**src/rtl/regfile_scoreboard_if.sv**
```systemverilog
// Decode/writeback-side bus of the scoreboarded register file: write port,
// reserve port, read request/response handshake and the busy vector.
interface regfile_scoreboard_if #(
  parameter int DATA_W   = 32,
  parameter int NUM_REGS = 32,
  parameter int ADDR_W   = $clog2(NUM_REGS)
);
  logic              wr_en;
  logic [ADDR_W-1:0] wr_addr;
  logic [DATA_W-1:0] wr_data;
  logic              rsv_en;
  logic [ADDR_W-1:0] rsv_addr;
  logic              rd_req_valid;
  logic              rd_req_ready;
  logic              rd_both;
  logic [ADDR_W-1:0] rs1_addr;
  logic [ADDR_W-1:0] rs2_addr;
  logic              rd_resp_valid;
  logic [DATA_W-1:0] rd_data1;
  logic [DATA_W-1:0] rd_data2;
  logic [NUM_REGS-1:0] busy_vec;

  modport master (
    output wr_en, wr_addr, wr_data, rsv_en, rsv_addr,
           rd_req_valid, rd_both, rs1_addr, rs2_addr,
    input  rd_req_ready, rd_resp_valid, rd_data1, rd_data2, busy_vec
  );

  modport slave (
    input  wr_en, wr_addr, wr_data, rsv_en, rsv_addr,
           rd_req_valid, rd_both, rs1_addr, rs2_addr,
    output rd_req_ready, rd_resp_valid, rd_data1, rd_data2, busy_vec
  );
endinterface

```
**src/rtl/regfile_scoreboard.sv**
```systemverilog
// Parametrised register file with a per-register busy scoreboard. Reads are
// accepted through a valid/ready handshake, stall while a sourced register
// has a pending write, and return through a registered one-cycle response.
module regfile_scoreboard #(
  parameter int DATA_W   = 32,
  parameter int NUM_REGS = 32,
  parameter int ADDR_W   = $clog2(NUM_REGS),
  parameter int ZERO_REG = 1,
  parameter int BYPASS   = 1
) (
  input logic                 clk,
  input logic                 reset,
  regfile_scoreboard_if.slave bus
);

  typedef enum logic [1:0] {S_IDLE, S_WAIT, S_RESP} state_t;

  state_t              r_state;
  logic [DATA_W-1:0]   r_mem [NUM_REGS];
  logic [NUM_REGS-1:0] r_busy;
  logic [ADDR_W-1:0]   r_rs1;
  logic [ADDR_W-1:0]   r_rs2;
  logic                r_both;
  logic                r_ready;
  logic                r_resp_valid;
  logic [DATA_W-1:0]   r_data1;
  logic [DATA_W-1:0]   r_data2;

  logic                w_wr_ok;
  logic                w_rsv_ok;
  logic                w_accept;
  logic [ADDR_W-1:0]   w_src1;
  logic [ADDR_W-1:0]   w_src2;
  logic                w_both;
  logic                w_fwd1;
  logic                w_fwd2;
  logic                w_blocked;
  logic [DATA_W-1:0]   w_val1;
  logic [DATA_W-1:0]   w_val2;

  function automatic logic f_is_zero(input logic [ADDR_W-1:0] a);
    return (ZERO_REG != 0) && (a == '0);
  endfunction

  // Register 0 swallows writes and reserves when it is hardwired.
  assign w_wr_ok  = bus.wr_en  && !f_is_zero(bus.wr_addr);
  assign w_rsv_ok = bus.rsv_en && !f_is_zero(bus.rsv_addr);
  assign w_accept = bus.rd_req_valid && r_ready;

  // The request is evaluated on live inputs in the accepting cycle and on the
  // latched copy while stalled.
  assign w_src1 = (r_state == S_IDLE) ? bus.rs1_addr : r_rs1;
  assign w_src2 = (r_state == S_IDLE) ? bus.rs2_addr : r_rs2;
  assign w_both = (r_state == S_IDLE) ? bus.rd_both  : r_both;

  // Blocked test and operand selection, including same-cycle write forwarding.
  always_comb begin
    w_fwd1    = (BYPASS != 0) && w_wr_ok && (bus.wr_addr == w_src1);
    w_fwd2    = (BYPASS != 0) && w_wr_ok && (bus.wr_addr == w_src2);
    w_blocked = (r_busy[w_src1] && !w_fwd1) ||
                (w_both && r_busy[w_src2] && !w_fwd2);
    w_val1    = f_is_zero(w_src1) ? '0 : (w_fwd1 ? bus.wr_data : r_mem[w_src1]);
    w_val2    = f_is_zero(w_src2) ? '0 : (w_fwd2 ? bus.wr_data : r_mem[w_src2]);
  end

  // Array write and scoreboard update; a same-cycle reserve overrides the clear.
  always_ff @(posedge clk or negedge reset) begin
    if (!reset) begin
      for (int i = 0; i < NUM_REGS; i++) r_mem[i] <= '0;
      r_busy <= '0;
    end else begin
      if (w_wr_ok) begin
        r_mem[bus.wr_addr]  <= bus.wr_data;
        r_busy[bus.wr_addr] <= 1'b0;
      end
      if (w_rsv_ok) r_busy[bus.rsv_addr] <= 1'b1;
    end
  end

  // Read handshake FSM with registered ready, response pulse and data.
  always_ff @(posedge clk or negedge reset) begin
    if (!reset) begin
      r_state      <= S_IDLE;
      r_ready      <= 1'b0;
      r_resp_valid <= 1'b0;
      r_data1      <= '0;
      r_data2      <= '0;
      r_rs1        <= '0;
      r_rs2        <= '0;
      r_both       <= 1'b0;
    end else begin
      case (r_state)
        S_IDLE: begin
          if (w_accept) begin
            r_rs1   <= bus.rs1_addr;
            r_rs2   <= bus.rs2_addr;
            r_both  <= bus.rd_both;
            r_ready <= 1'b0;
            if (!w_blocked) begin
              r_data1      <= w_val1;
              r_data2      <= w_both ? w_val2 : '0;
              r_resp_valid <= 1'b1;
              r_state      <= S_RESP;
            end else begin
              r_state <= S_WAIT;
            end
          end else begin
            r_ready <= 1'b1;
          end
        end
        S_WAIT: begin
          if (!w_blocked) begin
            r_data1      <= w_val1;
            r_data2      <= w_both ? w_val2 : '0;
            r_resp_valid <= 1'b1;
            r_state      <= S_RESP;
          end
        end
        S_RESP: begin
          r_resp_valid <= 1'b0;
          r_ready      <= 1'b1;
          r_state      <= S_IDLE;
        end
        default: begin
          r_resp_valid <= 1'b0;
          r_ready      <= 1'b0;
          r_state      <= S_IDLE;
        end
      endcase
    end
  end

  assign bus.rd_req_ready  = r_ready;
  assign bus.rd_resp_valid = r_resp_valid;
  assign bus.rd_data1      = r_data1;
  assign bus.rd_data2      = r_data2;
  assign bus.busy_vec      = r_busy;

endmodule

```
**src/flat_wrapper.sv**
```systemverilog
// flat-port wrapper written by rule: the top's interface ports become plain ports
module regfile_scoreboard_flat 
#(
  parameter int DATA_W   = 32,
  parameter int NUM_REGS = 32,
  parameter int ADDR_W   = $clog2(NUM_REGS),
  parameter int ZERO_REG = 1,
  parameter int BYPASS   = 1
)
  (clk, reset, bus_wr_en, bus_wr_addr, bus_wr_data, bus_rsv_en, bus_rsv_addr, bus_rd_req_valid, bus_rd_both, bus_rs1_addr, bus_rs2_addr, bus_rd_req_ready, bus_rd_resp_valid, bus_rd_data1, bus_rd_data2, bus_busy_vec);
  regfile_scoreboard_if #(.DATA_W(DATA_W), .NUM_REGS(NUM_REGS), .ADDR_W(ADDR_W)) bus_i ();
  input logic clk;
  input logic reset;
  input wire logic [$bits(bus_i.wr_en)-1:0] bus_wr_en;
  input wire logic [$bits(bus_i.wr_addr)-1:0] bus_wr_addr;
  input wire logic [$bits(bus_i.wr_data)-1:0] bus_wr_data;
  input wire logic [$bits(bus_i.rsv_en)-1:0] bus_rsv_en;
  input wire logic [$bits(bus_i.rsv_addr)-1:0] bus_rsv_addr;
  input wire logic [$bits(bus_i.rd_req_valid)-1:0] bus_rd_req_valid;
  input wire logic [$bits(bus_i.rd_both)-1:0] bus_rd_both;
  input wire logic [$bits(bus_i.rs1_addr)-1:0] bus_rs1_addr;
  input wire logic [$bits(bus_i.rs2_addr)-1:0] bus_rs2_addr;
  output wire logic [$bits(bus_i.rd_req_ready)-1:0] bus_rd_req_ready;
  output wire logic [$bits(bus_i.rd_resp_valid)-1:0] bus_rd_resp_valid;
  output wire logic [$bits(bus_i.rd_data1)-1:0] bus_rd_data1;
  output wire logic [$bits(bus_i.rd_data2)-1:0] bus_rd_data2;
  output wire logic [$bits(bus_i.busy_vec)-1:0] bus_busy_vec;
  assign bus_i.wr_en = bus_wr_en;
  assign bus_i.wr_addr = bus_wr_addr;
  assign bus_i.wr_data = bus_wr_data;
  assign bus_i.rsv_en = bus_rsv_en;
  assign bus_i.rsv_addr = bus_rsv_addr;
  assign bus_i.rd_req_valid = bus_rd_req_valid;
  assign bus_i.rd_both = bus_rd_both;
  assign bus_i.rs1_addr = bus_rs1_addr;
  assign bus_i.rs2_addr = bus_rs2_addr;
  assign bus_rd_req_ready = bus_i.rd_req_ready;
  assign bus_rd_resp_valid = bus_i.rd_resp_valid;
  assign bus_rd_data1 = bus_i.rd_data1;
  assign bus_rd_data2 = bus_i.rd_data2;
  assign bus_busy_vec = bus_i.busy_vec;
  regfile_scoreboard #(.DATA_W(DATA_W), .NUM_REGS(NUM_REGS), .ADDR_W(ADDR_W), .ZERO_REG(ZERO_REG), .BYPASS(BYPASS)) u_core (.clk(clk), .reset(reset), .bus(bus_i));
endmodule
```
**config.mk**
```make
export PLATFORM = sky130hd
export DESIGN_NAME = regfile_scoreboard_flat
export DESIGN_NICKNAME = d
export VERILOG_FILES = /design/src/rtl/regfile_scoreboard_if.sv /design/src/rtl/regfile_scoreboard.sv /design/src/flat_wrapper.sv
export SDC_FILE = /design/constraint.sdc
export NUM_CORES = 2
export LEC_CHECK = 0
export CORE_MARGIN = 3
export CORE_UTILIZATION = 50
export CTS_CLUSTER_DIAMETER = 150
export DETAILED_ROUTE_END_ITERATION = 10
export PLACE_DENSITY_LB_ADDON = 0.3
export SLEW_MARGIN = 20
export SYNTH_ARGS = -nofsm -noshare
export SYNTH_HDL_FRONTEND = slang
export SYNTH_SLANG_ARGS = --single-unit
```
**constraint.sdc**
```tcl
create_clock -name clk -period 8.1 [get_ports clk]
set_input_delay 0.81 -clock clk [delete_from_list [all_inputs] [get_ports clk]]
set_output_delay 0.81 -clock clk [all_outputs]
set_load 0.03 [all_outputs]
```
==> out/metrics.yaml <==
slew_headroom_pct: 17.2
cts_tree: "yes"
fin_skew_ns: 0.0413
first_iter_violations: 7050
clock_latency_ns: 0.75
hpwlAfterDp_um: 127000
fp.dieH_um: 357
drtAntennaViolNets: 0
cts_max_path_buffers: 3
coreArea_um2: 122000
vias_per_cell: 6.94
p_leak_nw: 28.9
initial_utilization_pct: 50.4
grt_start_max_net_pins: 169
crit_required_ns: 8.74
hp-class: "in2async"
drive_gt1_share_pct: 28.2
postCtsHoldBufs: 0
fin_crit_ns: 5.12
grt_pass1_vias: 48900
outcome: "completed"
ys_seq_area_share_pct: 46.2
mostFrequentLayoutCell: "dfrtp_1"
cp_max_fo: 51
track_usage_pct: 34.9
synth_fp_nets: 5706
power_density_nw_per_um2: 384
io_pins: 156
vias: 50000
netlist_area_um2: 61500
max_freq_mhz: 195
worst_setup_path_end_kind: "register"
cts_setup_buffers: 0
clkTransAtPathRegs_ns: 0.06
clockRootBuffer: "clkbuf_16"
worstSetupStartpointType: "register"
setup_viol: 0
htree_levels: 3
multi_input_area_um2: 31000
gr-total-overflow: 0
final_hold_viol_count: 0
gp_congestion: 0.912
row_count: 128
path_class: "reg2reg"
setup_tns_ns: 0
syn_area_per_cell_um2: 10.9
synth_seq_cells: 1135
firstDrtPassIters: 8
synthCells: 5648
crit_arrival_ns: 5.76
port_buffers: 155
synthArstFlopShare_pct: 100
synth_warnings: 0
drc: 0
syn_to_final_growth_pct: 11.4
grt_first_pass_wirelength_um: 330000
seqCellArea_um2: 28400
cts_made_buffers: 121
ys.flop_type: "dfrtp_1"
rsz0062_at_grt: "no"
final_cell_mix: "1135 x dfrtp_1, 998 x nand2_1, 974 x mux2_2, 234 x mux2i_1, 215 x nand3_1"
cts.sinks: 1135
vdd_drop_max_uv: 492
nFillCells: 10300
antenna_found_initial: 11
dieArea_um2: 127000
ctsResizeCount: 0
tightest_slew_ns: 1.24
power_mw: 26.3
ys_types: 89
drv_slew: 0
maxCapViolations: 0
fp.dieW_um: 357
wl_per_cell_um: 31.3
wl_um: 226000
synth-edff-count: 0
final_nets: 5537
post-route-period-util_pct: 63.2
kinds of logic (layout without fill, tap and decap cells):
kind of cell | Yosys count | after routing | share of synthesized area [%]
other | 0 | 7 | 0
AND/OR/NAND/NOR | 1531 | 1531 | 10.9
XOR/XNOR | 7 | 7 | 0.0997
flip-flops | 1135 | 1135 | 46.2
multiplexers | 1369 | 1369 | 27.3
buffers and inverters | 610 | 542 | 4.20
AO/OA/AOI/OAI | 996 | 996 | 11.4
path summary, 6_finish.rpt:
kind	from	end	slack, ns	cells after the start
worst max-delay path	u_core.r_state[1]	u_core.bus.rd_data1[9]	2.98	11
worst min-delay path	reset	u_core.r_mem[219]	0.04	1
worst max register to register	u_core.r_state[1]	u_core.bus.rd_data1[9]	2.98	11
worst min register to register	u_core.r_mem[1022]	u_core.r_mem[1022]	0.40	0
max in group asynchronous	reset	u_core.r_mem[385]	5.98	3
min in group clk	u_core.r_mem[1022]	u_core.r_mem[1022]	0.40	0
power breakdown:
part           switching [mW]  leakage, nW  internal [mW]
Sequential               1.13         14.5           6.85
Combinational            7.88         12.3           4.46
Clock                    2.45         2.10           3.53
routing by layer:
layer  global-route usage, %  vias to the layer above  share of wire, %  routed length [um]
met3                    9.76                      868                12               27000
met1                    45.0                    25300                37               84000
li1                        -                    20500                 -                   -
met2                    52.6                     3373                44               99400
met5                       0                        -            0.0093                  21
met4                    20.7                        4               6.7               15100
synth_stat cells, types with 33 or more instances:
cell type	instances	share of area [%]
a211oi_1	59	0.72
a21oi_1	165	1.3
mux2_2	975	18
and3_1	102	1.0
clkbuf_1	422	2.6
buf_1	33	0.20
nor3_1	43	0.35
nand3_1	219	1.8
dfrtp_1	1135	46
o2111ai_1	58	0.83
a32oi_1	63	0.90
nand2_1	1014	6.2
mux4_2	146	5.3
o22ai_1	40	0.41
mux2i_1	236	3.8
nor2_1	50	0.31
o21ai_0	178	1.4
buf_2	93	0.76
a31oi_1	129	1.3
flip-flops by register name (all words and copies together) (netlist names):
name	cells
u_core.r_mem	1024
u_core.bus.rd_resp_valid	1
u_core.r_state	2
u_core.r_rs1	5
u_core.bus.rd_data1	32
u_core.bus.rd_req_ready	1
u_core.r_both	1
u_core.bus.rd_data2	32
u_core.r_rs2	5
u_core.bus.busy_vec	32
critical path: stages (launching register included):
cell and delay [ns]:
dfrtp_1 0.33, buf_4 0.35, or2_1 0.70, mux2i_4 0.33, buf_4 0.57, nor2_4 0.29
a221oi_1 0.41, a211oi_2 0.16, o32ai_4 0.28, or2_4 0.87, buf_4 0.35, mux2_2 0.35
stage by stage:
| stage | util (%) | hold slack [ns] | setup slack, ns | instances | area [um2] |
|---|---|---|---|---|---|
| 6_report | 56.2 | 0.0354 | 2.98 | 7212 | 68500 |
| 5_1_grt | 56.1 | 0.0694 | 2.89 | 7208 | 68500 |
| 4_1_cts | 56.2 | 0.0358 | 3.15 | 7203 | 68500 |
| 3_5_place_dp | 52.7 | 0.386 | 2.62 | 6979 | 64300 |
| 3_3_place_gp | 52.7 | 0.386 | 2.61 | 6978 | 64300 |
| 2_1_floorplan | - | 0.441 | 4.40 | 5648 | 61500 |
cell type report:
class / instances / area share, %
multi-input combinational: 3903 / 45.3
sequential: 1135 / 41.4
clock buffer: 175 / 5.15
timing repair buffer: 293 / 3.93
tap: 1625 / 2.97
clock inverter: 49 / 1.08
inverter: 25 / 0.137
antenna: 7 / 0.0256
No activity file was read; power rests on OpenSTA's default activity.
